--- src/rtl/mem_arbiter.sv ---
// Two-client memory arbiter: serialises I-cache (client 0) and D-cache (client 1) line requests onto one memory port.
// Optional MEM_ARB_FIXED_PRIO_EN: client 0 always wins ties instead of round-robin.
`ifndef MEMORY_WIDTH
`define MEMORY_WIDTH 64
`endif

module mem_arbiter #(
  parameter int unsigned WIDTH  = `MEMORY_WIDTH,
  parameter int unsigned ADDR_W = 32
) (
  input  logic              clk,
  input  logic              reset,
  input  logic              c0_write_req,
  input  logic [ADDR_W-1:0] c0_write_addr,
  input  logic [WIDTH-1:0]  c0_write_data,
  output logic              c0_write_ack,
  input  logic              c0_read_req,
  input  logic [ADDR_W-1:0] c0_read_addr,
  output logic [WIDTH-1:0]  c0_read_data,
  output logic              c0_read_ack,
  input  logic              c1_write_req,
  input  logic [ADDR_W-1:0] c1_write_addr,
  input  logic [WIDTH-1:0]  c1_write_data,
  output logic              c1_write_ack,
  input  logic              c1_read_req,
  input  logic [ADDR_W-1:0] c1_read_addr,
  output logic [WIDTH-1:0]  c1_read_data,
  output logic              c1_read_ack,
  output logic              mem_req,
  output logic              mem_rw,
  output logic [ADDR_W-1:0] mem_addr,
  output logic [WIDTH-1:0]  mem_wdata,
  input  logic [WIDTH-1:0]  mem_rdata,
  input  logic              mem_ack
);

  typedef enum logic [1:0] {IDLE, ISSUE, RESP, GAP} state_t;

  state_t state, state_nxt;
  logic   gnt;
  logic   c0_any_c, c1_any_c, any_req_c, pick_c1_c, sel_wr_c;
  logic [ADDR_W-1:0] sel_addr_c;
  logic [WIDTH-1:0]  sel_wdata_c;

  assign c0_any_c  = c0_write_req | c0_read_req;
  assign c1_any_c  = c1_write_req | c1_read_req;
  assign any_req_c = c0_any_c | c1_any_c;

`ifdef MEM_ARB_FIXED_PRIO_EN
  assign pick_c1_c = c1_any_c & ~c0_any_c;
`else
  // last_grant = 1 means client 1 was served last, so client 0 wins the next tie
  logic last_grant;

  assign pick_c1_c = c1_any_c & (~c0_any_c | ~last_grant);

  always_ff @(posedge clk or posedge reset) begin
    if (reset) begin
      last_grant <= 1'b1;
    end else if (state == IDLE && any_req_c) begin
      last_grant <= pick_c1_c;
    end
  end
`endif

  // Write-back goes ahead of the fill within the chosen client
  always_comb begin
    sel_wr_c    = 1'b0;
    sel_addr_c  = '0;
    sel_wdata_c = '0;
    if (pick_c1_c) begin
      sel_wr_c    = c1_write_req;
      sel_addr_c  = c1_write_req ? c1_write_addr : c1_read_addr;
      sel_wdata_c = c1_write_req ? c1_write_data : '0;
    end else begin
      sel_wr_c    = c0_write_req;
      sel_addr_c  = c0_write_req ? c0_write_addr : c0_read_addr;
      sel_wdata_c = c0_write_req ? c0_write_data : '0;
    end
  end

  always_ff @(posedge clk or posedge reset) begin
    if (reset) begin
      state <= IDLE;
    end else begin
      state <= state_nxt;
    end
  end

  always_comb begin
    state_nxt = state;
    case (state)
      IDLE:    if (any_req_c) state_nxt = ISSUE;
      ISSUE:   if (mem_ack)   state_nxt = RESP;
      RESP:    state_nxt = GAP;
      GAP:     state_nxt = IDLE;
      default: state_nxt = IDLE;
    endcase
  end

  // Memory operands are held in the output registers from grant until mem_ack
  always_ff @(posedge clk or posedge reset) begin
    if (reset) begin
      gnt          <= 1'b0;
      mem_req      <= 1'b0;
      mem_rw       <= 1'b0;
      mem_addr     <= '0;
      mem_wdata    <= '0;
      c0_write_ack <= 1'b0;
      c0_read_ack  <= 1'b0;
      c0_read_data <= '0;
      c1_write_ack <= 1'b0;
      c1_read_ack  <= 1'b0;
      c1_read_data <= '0;
    end else begin
      c0_write_ack <= 1'b0;
      c0_read_ack  <= 1'b0;
      c0_read_data <= '0;
      c1_write_ack <= 1'b0;
      c1_read_ack  <= 1'b0;
      c1_read_data <= '0;
      case (state)
        IDLE: begin
          if (any_req_c) begin
            gnt       <= pick_c1_c;
            mem_req   <= 1'b1;
            mem_rw    <= ~sel_wr_c;
            mem_addr  <= sel_addr_c;
            mem_wdata <= sel_wdata_c;
          end
        end
        ISSUE: begin
          if (mem_ack) begin
            mem_req <= 1'b0;
            if (mem_rw) begin
              if (gnt) begin
                c1_read_ack  <= 1'b1;
                c1_read_data <= mem_rdata;
              end else begin
                c0_read_ack  <= 1'b1;
                c0_read_data <= mem_rdata;
              end
            end else begin
              c1_write_ack <= gnt;
              c0_write_ack <= ~gnt;
            end
          end
        end
        default: ;
      endcase
    end
  end

endmodule

--- config.mk ---
export PLATFORM = sky130hd
export DESIGN_NAME = mem_arbiter
export DESIGN_NICKNAME = d
export VERILOG_FILES = /design/src/rtl/mem_arbiter.sv
export SDC_FILE = /design/constraint.sdc
export NUM_CORES = 1
export LEC_CHECK = 0
export BUFFER_PORTS_ARGS = -buffer_cell sky130_fd_sc_hd__buf_2
export CORE_AREA = 4 4 217 219
export CTS_CLUSTER_SIZE = 20
export DETAILED_ROUTE_END_ITERATION = 6
export DIE_AREA = 0 0 221 223
export PLACE_DENSITY = 0.51
export RECOVER_POWER = 25
export SLEW_MARGIN = 25
export SYNTH_ARGS = -nofsm -noshare
export SYNTH_HDL_FRONTEND = slang
export SYNTH_SLANG_ARGS = --single-unit
--- constraint.sdc ---
create_clock -name clk -period 10.5 [get_ports clk]
set_input_delay 1.05 -clock clk [delete_from_list [all_inputs] [get_ports clk]]
set_output_delay 1.05 -clock clk [all_outputs]
set_load 0.05 [all_outputs]
== Yosys cells after proc, flatten, opt, wreduce, memory -nomap -nowiden ==
Cells that the tools add are included.
Storage, ports and cells
  bits in latches: 0
  register bits after elaboration: 234
  input bits: 327
  memories: 0
  output and inout port bits: 230
  word-level logic and storage cells: 68
  memory bits (read-only): 0
  memory bits (writable): 0
Cells by class
  $add $sub $neg: 0
  reduce and logical (&&, ||, !) cells: 6
  mux-type cells: 35
  equal/unequal tests: 5
  magnitude comparators: 0
  divide/modulo/power cells: 0
  multiply operators: 0
  shift operators: 0
  bitwise operators: 9
Operator list (count)
  two-way mux 64 bit: 11
  two-way mux 32 bit: 3
  two-way mux 1 bit: 17
  one-hot mux 2 bit (4 select lines): 1
  == test 2 bit (second input constant): 2
  two-way mux 2 bit: 2
  != test 2 bit (second input constant): 2
  inverter 1 bit: 4
  OR 1 bit: 4
  AND reduction 2 bit: 2
  AND reduction 3 bit: 1
  == test 2 x 1 -> 1 bit (second input constant): 1
  logical NOT 2 bit: 1
  one-hot mux 1 bit (2 select lines): 1
  nonzero test 2 bit: 1
  bitwise AND 1 bit: 1
  logical AND 1 bit: 1

== Longest topological paths before layout ==
  depth in word-level cells: 6
  mapped depth: 7
  mapped depth without buffers: 5

== Worst setup path before layout ==
No wires, ideal clock.
  kind: input -> register
  start point: input port c0_write_req
  end point: register state[1]
  library setup time: 128 ps
  data arrival time: 2063 ps
  path slack: 8310 ps
  data required time: 10372 ps
  stages: 5
  cell sequence: buf_6 -> buf_2 -> nor4_1 -> a21oi_1 -> mux2_1
Between the ends
  cells in the longest elaborated chain, start to end: 4
RTL lines
  start, declared: line 13  | input logic c0_write_req,
  OR 1 bit: line 45  | assign c0_any_c = c0_write_req | c0_read_req;
  OR 1 bit: line 47  | assign any_req_c = c0_any_c | c1_any_c;
  != test 2 bit (no line)
  AND reduction 2 bit (no line)
  end signal, assigned: line 86  | state <= state_nxt;
  end, declared: line 39  | state_t state, state_nxt;
Every way passes these cells.
A chain may end at the register's enable or synchronous reset.

==> impl_metrics.json <==
{
  "status": "finished with violations",
  "violations": "max-capacitance violations, max-slew violations",
  "max_freq_ghz": 0.236,
  "final_common_cell": "buf_2",
  "ys_warn_count": 0,
  "drive_gt1_share_pct": 42.5,
  "fin_crit_ns": 4.24,
  "die_area_mm2": 0.0493,
  "wl_met3_mm": 2.84,
  "combPwrFrac_pct": 44.4,
  "vias": 9266,
  "crit_path_max_fanout": 103,
  "grt_pass1_wl_mm": 58.9,
  "cts-buffers-inserted": 27,
  "finalClockSkew_ns": 0.0266,
  "clk_path_buf_depth": 3,
  "nets": 1775,
  "ir_drop_v": 0.000164,
  "core_mm2": 0.0451,
  "drv_cap": 3,
  "gp_congestion": 0.843,
  "htreeDepth": 1,
  "post-place-ws_ns": 6.90,
  "post_cts.repair.setup_buffers": 0,
  "antenna_left": 0,
  "dr_wl_met2_mm": 19.5,
  "clock_latency_ns": 0.56,
  "slew_violations": 236,
  "highest_layer": "met5",
  "antenna_found_initial": 10,
  "required_ns": 11.10,
  "ios": 557,
  "drt-met1-wl_mm": 15.7,
  "overflow": 0,
  "seq_area_frac_synth_pct": 58.7,
  "hold_class": "flop to flop",
  "fillers": 4727,
  "cts_resized": 0,
  "port_buffers": 556,
  "ys_ff_latch": 234,
  "clkPwrFrac_pct": 24.8,
  "final_cell_mix": "554 x buf_2, 233 x dfrtp_1, 130 x nand3_1",
  "drt-total-wl_mm": 39.0,
  "area_growth_pct": 41.9,
  "finalSetupViolations": 0,
  "chipWidth_um": 221,
  "drt_first_pass_iters": 5,
  "end_kind": "async pin",
  "hold_viol_final": 0,
  "grt_max_degree": 104,
  "cts_tree": "built",
  "power.internal_uw": 2190,
  "vias_per_cell": 4.48,
  "wl_per_cell_um": 18.9,
  "root_buffer": "clkbuf_16",
  "timing_worst_setup_path_type": "input pin to async pin",
  "holdBufCountCts": 0,
  "cp.arrival_ns": 4.85,
  "p_sw_uw": 1890,
  "grt_usage_pct": 15.0,
  "synthCells": 938,
  "power_leakage_uw": 0.00720,
  "clk_pin_slew_ns": 0.06,
  "clkSinkCount": 234,
  "fp.dieH_um": 223,
  "fp-row-count": 78,
  "relSlewSlack_pct": -220,
  "dp_hpwl_mm": 28.3,
  "netlist_area_mm2": 0.00997,
  "powerDensity_mw_per_mm2": 288,
  "grt_pass1_vias": 9417,
  "setup_ws_ns": 6.26,
  "sequentialPowerShare_pct": 30.8,
  "synth_cell_types": 32,
  "drt-initial-drc-count": 660,
  "initial_core_util_pct": 22.1,
  "rsz0062_at_grt": "no",
  "min_period_over_period_pct": 40.4,
  "synth_nets": 1269,
  "critPathLaunchType": "input pin",
  "syn_area_per_cell_um2": 10.6,
  "drc": 0,
  "setup-tns-final_ns": 0,
  "worst_pin_slew_ns": 4.78,
  "swShare_pct": 46.4
}
## layer usage
| layer | GRT usage (%) | vias to the layer above |
|---|---|---|
| met5 | 0 | - |
| met4 | 4.13 | 4 |
| met3 | 4.04 | 58 |
| met2 | 26.0 | 396 |
| met1 | 18.5 | 4481 |
| li1 | - | 4327 |
## synthesized netlist by cell type
| cell type | instances | share of area (%) |
|---|---|---|
| buf_4 | 12 | 0.90 |
| ha_1 | 4 | 0.50 |
| mux2_1 | 1 | 0.11 |
| a31oi_1 | 65 | 4.1 |
| o21ai_1 | 1 | 0.050 |
| nor3_1 | 2 | 0.10 |
| a2111oi_0 | 32 | 2.8 |
| a21oi_1 | 2 | 0.10 |
| buf_1 | 4 | 0.15 |
| nand3_1 | 130 | 6.5 |
| a221oi_1 | 33 | 2.9 |
| buf_6 | 5 | 0.56 |
| a21o_1 | 1 | 0.075 |
| buf_2 | 20 | 1.0 |
| nor2b_1 | 66 | 4.1 |
| or2_1 | 1 | 0.063 |
| and2_1 | 128 | 8.0 |
| o21ai_4 | 1 | 0.16 |
| nor4_1 | 1 | 0.063 |
| o31ai_1 | 32 | 2.4 |
| nand2_1 | 33 | 1.2 |
| dfrtp_1 | 233 | 58 |
| mux2i_1 | 1 | 0.10 |
| inv_1 | 4 | 0.15 |
| nor2_1 | 69 | 2.6 |
| o41a_1 | 1 | 0.11 |
| o21a_1 | 1 | 0.075 |
| clkbuf_1 | 51 | 1.9 |
| dfstp_2 | 1 | 0.26 |
| a32o_1 | 1 | 0.10 |
| o21bai_1 | 1 | 0.075 |
| o41ai_2 | 1 | 0.16 |
## final timing paths
path / startpoint / endpoint / slack [ns] / cells past startpoint
worst max-delay path: reset / mem_wdata[55] / 6.26 / 3
worst min-delay path: mem_addr[6] / mem_addr[6] / 0.47 / 2
worst max register to register: state[1] / c0_read_data[57] / 7.05 / 6
worst min register to register: mem_addr[6] / mem_addr[6] / 0.47 / 2
max in group clk: state[1] / c0_read_data[57] / 7.05 / 6
min in group asynchronous: reset / c0_read_data[20] / 1.98 / 2
## power groups by stage
stage / Combinational [uW] / Sequential (uW) / Clock (uW)
after floorplan: 592 / 2020 / 0
after detailed placement: 1830 / 1270 / 0
final: 1810 / 1250 / 1010
after global placement: 1820 / 1260 / 0
after global routing: 1940 / 1280 / 1090
after CTS: 1830 / 1250 / 1050
## per-stage QoR
| step | std cells | util, % | hold slack, ns | instance area [um^2] | total power [uW] |
|---|---|---|---|---|---|
| final | 2070 | 31.4 | 0.475 | 14200 | 4080 |
| after global routing | 2069 | 31.4 | 0.484 | 14200 | 4310 |
| after CTS | 2063 | 31.4 | 0.479 | 14100 | 4130 |
| after detailed placement | 2015 | 29.3 | 0.464 | 13200 | 3100 |
| after global placement | 2015 | 29.3 | 0.458 | 13200 | 3080 |
| after floorplan | 938 | - | 0.429 | 9970 | 2610 |
## logic make-up after synthesis
kind of cell	after synthesis	synth area share, %
simple gates	430	22.8
flops	234	58.7
compound gates	172	13.1
buf+inv	96	4.69
fa+ha+maj	4	0.502
mux	2	0.213
## critical path: stages
cell,delay (ns)
buf_2,0.10
clkinvlp_2,2.66
buf_4,0.94
## layout make-up
class | count | area (um^2) | area share (%)
Antenna cell | 7 | 17.5 | 0.124
Clock buffer | 32 | 724 | 5.12
Clock inverter | 16 | 218 | 1.54
Inverter | 4 | 16.3 | 0.115
Multi-Input combinational cell | 608 | 3690 | 26.1
Sequential cell | 234 | 5860 | 41.4
Tap cell | 600 | 751 | 5.30
Timing Repair Buffer | 569 | 2880 | 20.4
## registers in the layout (all words and copies together), names as in the netlist
name and count:
c1_write_ack 1, gnt 1, c0_read_ack 1, c1_read_ack 1, mem_addr 32, c0_read_data 64, last_grant 1, mem_rw 1
mem_req 1, c1_read_data 64, c0_write_ack 1, state 2, mem_wdata 64
No activity file was read; power rests on OpenSTA's default activity.
